===== config.mk =====
export PLATFORM = sky130hd
export DESIGN_NAME = sar_search_ctrl_flat
export DESIGN_NICKNAME = d
export VERILOG_FILES = /design/src/rtl/sar_pkg.sv /design/src/rtl/sar_search_ctrl_if.sv /design/src/rtl/sar_settle_timer.sv /design/src/rtl/sar_search_ctrl.sv /design/src/flat_wrapper.sv
export SDC_FILE = /design/constraint.sdc
export NUM_CORES = 1
export LEC_CHECK = 0
export CORE_MARGIN = 3
export CORE_UTILIZATION = 45
export DETAILED_ROUTE_END_ITERATION = 10
export GPL_TIMING_DRIVEN = 0
export PLACE_DENSITY = 0.71
export SLEW_MARGIN = 20
export SYNTH_ARGS = -nofsm -noshare
export SYNTH_HDL_FRONTEND = slang
export SYNTH_SLANG_ARGS = --single-unit

===== constraint.sdc =====
create_clock -name clk -period 3.3 [get_ports clk]
set_clock_uncertainty 0.1 [all_clocks]
set_input_delay 0.66 -clock clk [delete_from_list [all_inputs] [get_ports clk]]
set_output_delay 0.66 -clock clk [all_outputs]
set_load 0.01 [all_outputs]

===== src/rtl/sar_pkg.sv =====
// Shared types and defaults for the SAR search controller family.
package sar_pkg;

  localparam int SAR_WIDTH_DEF  = 4;
  localparam int SAR_SETTLE_DEF = 1;

  typedef enum logic [1:0] {
    IDLE  = 2'd0,
    TRIAL = 2'd1,
    DONE  = 2'd2
  } sar_state_t;

  // Flag vector is {less, equal, greater}; a healthy comparator raises exactly one.
  function automatic logic is_onehot3(input logic [2:0] v);
    return (v == 3'b001) || (v == 3'b010) || (v == 3'b100);
  endfunction

endpackage


===== src/rtl/sar_search_ctrl_if.sv =====
// Bus between the SAR controller (master) and its comparator/requester side (slave).
interface sar_search_ctrl_if #(
  parameter int WIDTH = 4
);
  // start is a level request sampled on each edge; it is taken only when the
  // controller is not busy. done pulses for one cycle with result/hit/err stable.
  logic             start;
  logic [WIDTH-1:0] guess;
  logic             cmp_less;
  logic             cmp_equal;
  logic             cmp_greater;
  logic             busy;
  logic             done;
  logic [WIDTH-1:0] result;
  logic             hit;
  logic             err;

  modport master (
    input  start, cmp_less, cmp_equal, cmp_greater,
    output guess, busy, done, result, hit, err
  );

  modport slave (
    output start, cmp_less, cmp_equal, cmp_greater,
    input  guess, busy, done, result, hit, err
  );
endinterface


===== src/rtl/sar_settle_timer.sv =====
// Loadable down-counter that parks at zero; o_zero marks the last cycle of a window.
module sar_settle_timer #(
  parameter int CNT_W = 4
) (
  input  logic             clk,
  input  logic             rst,
  input  logic             i_load,
  input  logic [CNT_W-1:0] i_value,
  input  logic             i_en,
  output logic             o_zero
);

  logic [CNT_W-1:0] r_cnt;

  always_ff @(posedge clk) begin
    if (rst) begin
      r_cnt <= '0;
    end else if (i_load) begin
      r_cnt <= i_value;
    end else if (i_en && (r_cnt != '0)) begin
      r_cnt <= r_cnt - 1'b1;
    end
  end

  assign o_zero = (r_cnt == '0);

endmodule


===== src/rtl/sar_search_ctrl.sv =====
// MSB-first successive-approximation search against an external comparator.
// Optional flag-coding check enabled by defining SAR_ONEHOT_CHECK_EN.
module sar_search_ctrl
  import sar_pkg::*;
#(
  parameter int WIDTH  = SAR_WIDTH_DEF,
  parameter int SETTLE = SAR_SETTLE_DEF
) (
  input  logic               clk,
  input  logic               rst,
  sar_search_ctrl_if.master  io_bus,
  output sar_state_t         o_dbg_state
);

  localparam int               IDX_W     = (WIDTH > 1) ? $clog2(WIDTH) : 1;
  localparam int               CNT_W     = 4;
  localparam logic [CNT_W-1:0] SETTLE_LD = CNT_W'(SETTLE - 1);
  localparam logic [IDX_W-1:0] IDX_MSB   = IDX_W'(WIDTH - 1);
  localparam logic [WIDTH-1:0] GUESS_MSB = WIDTH'(1) << (WIDTH - 1);

  sar_state_t       r_state, w_state_nxt;
  logic [WIDTH-1:0] r_guess, w_guess_nxt;
  logic [WIDTH-1:0] r_result, w_result_nxt;
  logic [WIDTH-1:0] w_decided;
  logic [IDX_W-1:0] r_idx, w_idx_nxt;
  logic             r_hit, w_hit_nxt;
  logic             r_done, w_done_nxt;
  logic             w_load;
  logic             w_zero;
  logic             w_trial;
  logic             w_bad;

  assign w_trial = (r_state == TRIAL);

  sar_settle_timer #(.CNT_W(CNT_W)) u_timer (
    .clk     (clk),
    .rst     (rst),
    .i_load  (w_load),
    .i_value (SETTLE_LD),
    .i_en    (w_trial),
    .o_zero  (w_zero)
  );

  always_comb begin
    w_state_nxt  = r_state;
    w_guess_nxt  = r_guess;
    w_idx_nxt    = r_idx;
    w_result_nxt = r_result;
    w_hit_nxt    = r_hit;
    w_done_nxt   = 1'b0;
    w_load       = 1'b0;
    w_decided    = r_guess;
    case (r_state)
      IDLE, DONE: begin
        if (io_bus.start) begin
          w_state_nxt = TRIAL;
          w_guess_nxt = GUESS_MSB;
          w_idx_nxt   = IDX_MSB;
          w_load      = 1'b1;
        end
      end
      TRIAL: begin
        if (w_zero) begin
          // Greater means the trial overshot, so the bit under test is dropped.
          if (io_bus.cmp_greater) w_decided[r_idx] = 1'b0;
          if (w_bad) begin
            w_state_nxt  = DONE;
            w_done_nxt   = 1'b1;
            w_result_nxt = '0;
            w_hit_nxt    = 1'b0;
          end else if (io_bus.cmp_equal) begin
            w_state_nxt  = DONE;
            w_done_nxt   = 1'b1;
            w_result_nxt = r_guess;
            w_hit_nxt    = 1'b1;
          end else if (r_idx == '0) begin
            w_state_nxt  = DONE;
            w_done_nxt   = 1'b1;
            w_result_nxt = w_decided;
            w_hit_nxt    = 1'b0;
          end else begin
            w_guess_nxt                = w_decided;
            w_guess_nxt[r_idx - 1'b1]  = 1'b1;
            w_idx_nxt                  = r_idx - 1'b1;
            w_load                     = 1'b1;
          end
        end
      end
      default: w_state_nxt = IDLE;
    endcase
  end

  always_ff @(posedge clk) begin
    if (rst) begin
      r_state  <= IDLE;
      r_guess  <= '0;
      r_idx    <= '0;
      r_result <= '0;
      r_hit    <= 1'b0;
      r_done   <= 1'b0;
    end else begin
      r_state  <= w_state_nxt;
      r_guess  <= w_guess_nxt;
      r_idx    <= w_idx_nxt;
      r_result <= w_result_nxt;
      r_hit    <= w_hit_nxt;
      r_done   <= w_done_nxt;
    end
  end

`ifdef SAR_ONEHOT_CHECK_EN
  logic r_err;
  logic w_err_nxt;

  assign w_bad = !is_onehot3({io_bus.cmp_less, io_bus.cmp_equal, io_bus.cmp_greater});

  always_comb begin
    w_err_nxt = r_err;
    if ((r_state != TRIAL) && io_bus.start) begin
      w_err_nxt = 1'b0;
    end else if (w_trial && w_zero && w_bad) begin
      w_err_nxt = 1'b1;
    end
  end

  always_ff @(posedge clk) begin
    if (rst) begin
      r_err <= 1'b0;
    end else begin
      r_err <= w_err_nxt;
    end
  end

  assign io_bus.err = r_err;
`else
  // Without the check, all-zero flags fall through to the keep-bit (Less) path.
  assign w_bad      = 1'b0;
  assign io_bus.err = 1'b0;
`endif

  assign io_bus.guess  = r_guess;
  assign io_bus.busy   = w_trial;
  assign io_bus.done   = r_done;
  assign io_bus.result = r_result;
  assign io_bus.hit    = r_hit;
  assign o_dbg_state   = r_state;

endmodule

===== src/flat_wrapper.sv =====
// flat-port wrapper written by rule: the top's interface ports become plain ports
module sar_search_ctrl_flat import sar_pkg::*;
#(
  parameter int WIDTH  = SAR_WIDTH_DEF,
  parameter int SETTLE = SAR_SETTLE_DEF
)
  (clk, rst, o_dbg_state, io_bus_start, io_bus_cmp_less, io_bus_cmp_equal, io_bus_cmp_greater, io_bus_guess, io_bus_busy, io_bus_done, io_bus_result, io_bus_hit, io_bus_err);
  sar_search_ctrl_if #(.WIDTH(WIDTH)) io_bus_i ();
  input  logic clk;
  input  logic rst;
  output sar_state_t o_dbg_state;
  input wire logic [$bits(io_bus_i.start)-1:0] io_bus_start;
  input wire logic [$bits(io_bus_i.cmp_less)-1:0] io_bus_cmp_less;
  input wire logic [$bits(io_bus_i.cmp_equal)-1:0] io_bus_cmp_equal;
  input wire logic [$bits(io_bus_i.cmp_greater)-1:0] io_bus_cmp_greater;
  output wire logic [$bits(io_bus_i.guess)-1:0] io_bus_guess;
  output wire logic [$bits(io_bus_i.busy)-1:0] io_bus_busy;
  output wire logic [$bits(io_bus_i.done)-1:0] io_bus_done;
  output wire logic [$bits(io_bus_i.result)-1:0] io_bus_result;
  output wire logic [$bits(io_bus_i.hit)-1:0] io_bus_hit;
  output wire logic [$bits(io_bus_i.err)-1:0] io_bus_err;
  assign io_bus_i.start = io_bus_start;
  assign io_bus_i.cmp_less = io_bus_cmp_less;
  assign io_bus_i.cmp_equal = io_bus_cmp_equal;
  assign io_bus_i.cmp_greater = io_bus_cmp_greater;
  assign io_bus_guess = io_bus_i.guess;
  assign io_bus_busy = io_bus_i.busy;
  assign io_bus_done = io_bus_i.done;
  assign io_bus_result = io_bus_i.result;
  assign io_bus_hit = io_bus_i.hit;
  assign io_bus_err = io_bus_i.err;
  sar_search_ctrl #(.WIDTH(WIDTH), .SETTLE(SETTLE)) u_core (.clk(clk), .rst(rst), .io_bus(io_bus_i), .o_dbg_state(o_dbg_state));
endmodule

==> flow_summary.json <==
{
  "dieWidth_um": 52.6,
  "power_frac_clock": 0.310,
  "detail_route.wirelength_mm": 2.04,
  "slew_violations": 0,
  "track_usage": 0.165,
  "netlist_area_um2": 976,
  "fin_nets": 141,
  "grt_pass1_wl_mm": 3.39,
  "critPathKind": "reg2out",
  "portBuffers": 15,
  "grt.overflow.total": 0,
  "post_cts_buffers": 0,
  "post-route-period-util": 0.763,
  "drcViolationCount": 0,
  "cp.required_ns": 2.54,
  "layout-drive-gt1-share": 0.102,
  "hpwlAfterDp_mm": 1.50,
  "final_common_cell": "dfxtp_1",
  "synth.avg_cell_area_um2": 9.04,
  "power_per_cell_area_nw_per_um2": 373,
  "outcome": "complete, no violations",
  "clock_latency_ns": 0.30,
  "final-setup-viol-count": 0,
  "end_kind": "primary output",
  "power.leakage_nw": 0.468,
  "p_sw_mw": 0.121,
  "critical_path.startpoint_type": "flop",
  "first_pass_iters": 4,
  "timing.fmax_mhz": 397,
  "final_antenna_net_count": 0,
  "ys.warnings.count": 0,
  "fp.dieH_um": 52.6,
  "hold_buffers": 0,
  "hp-class": "reg2reg",
  "syn_inst": 108,
  "initial_utilization": 0.488,
  "power_mw": 0.447,
  "grt_max_degree": 11,
  "swShare": 0.271,
  "nFillCells": 186,
  "worstMarginPinSlew_ns": 0.690,
  "diodes": 0,
  "synth_seq_cells": 18,
  "hold_violations": 0,
  "tritoncts": "done",
  "htreeDepth": 1,
  "final_cell_mix": "dfxtp_1 (18), clkdlybuf4s50_1 (15), inv_1 (8)",
  "drv_cap": 0,
  "pwr-share-comb": 0.168,
  "viasPerCell": 5.48,
  "wire_per_inst_um": 13.3,
  "vias": 844,
  "setup_tns_ns": 0,
  "place_congestion": 0.832,
  "post_cts_resized": 0,
  "first_global_vias": 734,
  "synth_nets": 121,
  "antenna_found_initial": 0,
  "cts_sinks": 18,
  "cp_max_fo": 8,
  "power.share.sequential": 0.522,
  "cts_buffers": 3,
  "synth.distinct_cells": 39,
  "ys_seq_area_frac": 0.369,
  "irDropWorstVdd_mv": 0.265,
  "period_needed_ns": 2.52,
  "coreArea_um2": 2000,
  "drt_iter0_drc": 19,
  "cp.arrival_ns": 1.76,
  "p_int_mw": 0.325,
  "rsz0062_at_grt": "no",
  "cts_root_buf": "clkbuf_4",
  "clk_pin_slew_ns": 0.11,
  "fp.dieArea_um2": 2760,
  "area.growth.synth_to_final_pct": 22.6,
  "num_rows": 16,
  "cts_buffer_depth": 2,
  "boundaryPins": 20,
  "fin_util": 0.598,
  "relSlewSlack": 0.539
}
[flip-flops by register name, summed over array words and instances, names as in the netlist]
name                  count
u_core.io_bus.done        1
u_core.r_idx              2
u_core.io_bus.guess       4
u_core.u_timer.r_cnt      4
u_core.io_bus.hit         1
u_core.o_dbg_state        2
u_core.io_bus.result      4
[Yosys cell counts (all sizes together)]
library cell | number | area, um^2
dfxtp | 18 | 360
inv | 8 | 30.0
a21oi | 7 | 35.0
ha | 7 | 87.6
nand2 | 7 | 26.3
nand3 | 6 | 30.0
o21ai | 6 | 33.8
clkbuf | 4 | 15.0
mux2i | 4 | 40.0
nor2 | 4 | 15.0
o211ai | 4 | 40.0
a311oi | 3 | 26.3
buf | 3 | 23.8
nand3b | 3 | 22.5
a211oi | 2 | 15.0
nand2b | 2 | 12.5
nor2b | 2 | 12.5
nor4b | 2 | 23.8
or3b | 2 | 17.5
a22oi | 1 | 7.51
a31oi | 1 | 6.26
a32oi | 1 | 8.76
a41o | 1 | 10.0
and4b | 1 | 10.0
clkinv | 1 | 3.75
conb | 1 | 3.75
nand4 | 1 | 6.26
nor3b | 1 | 7.51
nor4bb | 1 | 10.0
o21a | 1 | 7.51
or3 | 1 | 6.26
or4 | 1 | 7.51
or4b | 1 | 13.8
[critical path: stages, from the launching register on]
cell	delay (ns)
dfxtp_1	0.45
nand2b_1	0.21
clkinv_1	0.25
clkdlybuf4s50_1	0.55
[path summary, 6_finish.rpt]
path / from / endpoint / slack [ns] / cells past startpoint
hold reg to reg: u_core.io_bus.result[2] / u_core.io_bus.result[2] / 0.37 / 2
setup / recovery: u_core.o_dbg_state[1] / io_bus_busy / 0.78 / 3
setup reg to reg: u_core.r_idx[0] / u_core.u_timer.r_cnt[1] / 1.20 / 6
hold / removal: u_core.io_bus.result[2] / u_core.io_bus.result[2] / 0.37 / 2
[kinds of logic (layout without fill, tap and decap cells)]
| family | Yosys count | in the layout | synth area share |
|---|---|---|---|
| simple gates | 35 | 35 | 0.227 |
| compound gates | 27 | 27 | 0.195 |
| flops | 18 | 18 | 0.369 |
| buf+inv | 16 | 35 | 0.0743 |
| fa+ha+maj | 7 | 7 | 0.0897 |
| mux | 4 | 4 | 0.0410 |
| other cells | 1 | 1 | 0.00384 |
[metrics by stage]
step / std cells / hold slack, ns / instance area (um^2) / setup WS, ns
after floorplan: 108 / 0.359 / 976 / 1.46
after global placement: 150 / 0.344 / 1160 / 1.12
after detailed placement: 150 / 0.359 / 1160 / 1.14
after CTS: 154 / 0.374 / 1200 / 0.776
after global routing: 154 / 0.398 / 1200 / 0.678
final: 154 / 0.368 / 1200 / 0.781
[routing by layer]
layer,GRT usage,vias to the layer above,routed length [um],part of all wire
met3,0.0285,4,95,0.047
met5,0,-,0,0
met4,0.0766,0,25,0.012
li1,-,432,-,-
met2,0.231,17,902,0.44
met1,0.242,391,1020,0.50
[power by group through the flow]
stage | registers, mW | clock network [mW] | logic [mW]
after floorplan | 0.239 | 0 | 0.0462
after global placement | 0.238 | 0 | 0.0742
after detailed placement | 0.238 | 0 | 0.0744
after CTS | 0.233 | 0.141 | 0.0749
after global routing | 0.235 | 0.149 | 0.0816
final | 0.233 | 0.138 | 0.0751
[final cells by class]
type                            count  area, um^2  area share
Sequential cell                    18         360       0.301
Inverter                            9        33.8      0.0282
Tap cell                           27        33.8      0.0282
Timing Repair Buffer               15         150       0.126
Buffer                              7        38.8      0.0324
Multi-Input combinational cell     74         543       0.454
Clock buffer                        4        36.3      0.0303
Note: power is estimated with default switching activity, not from simulation.
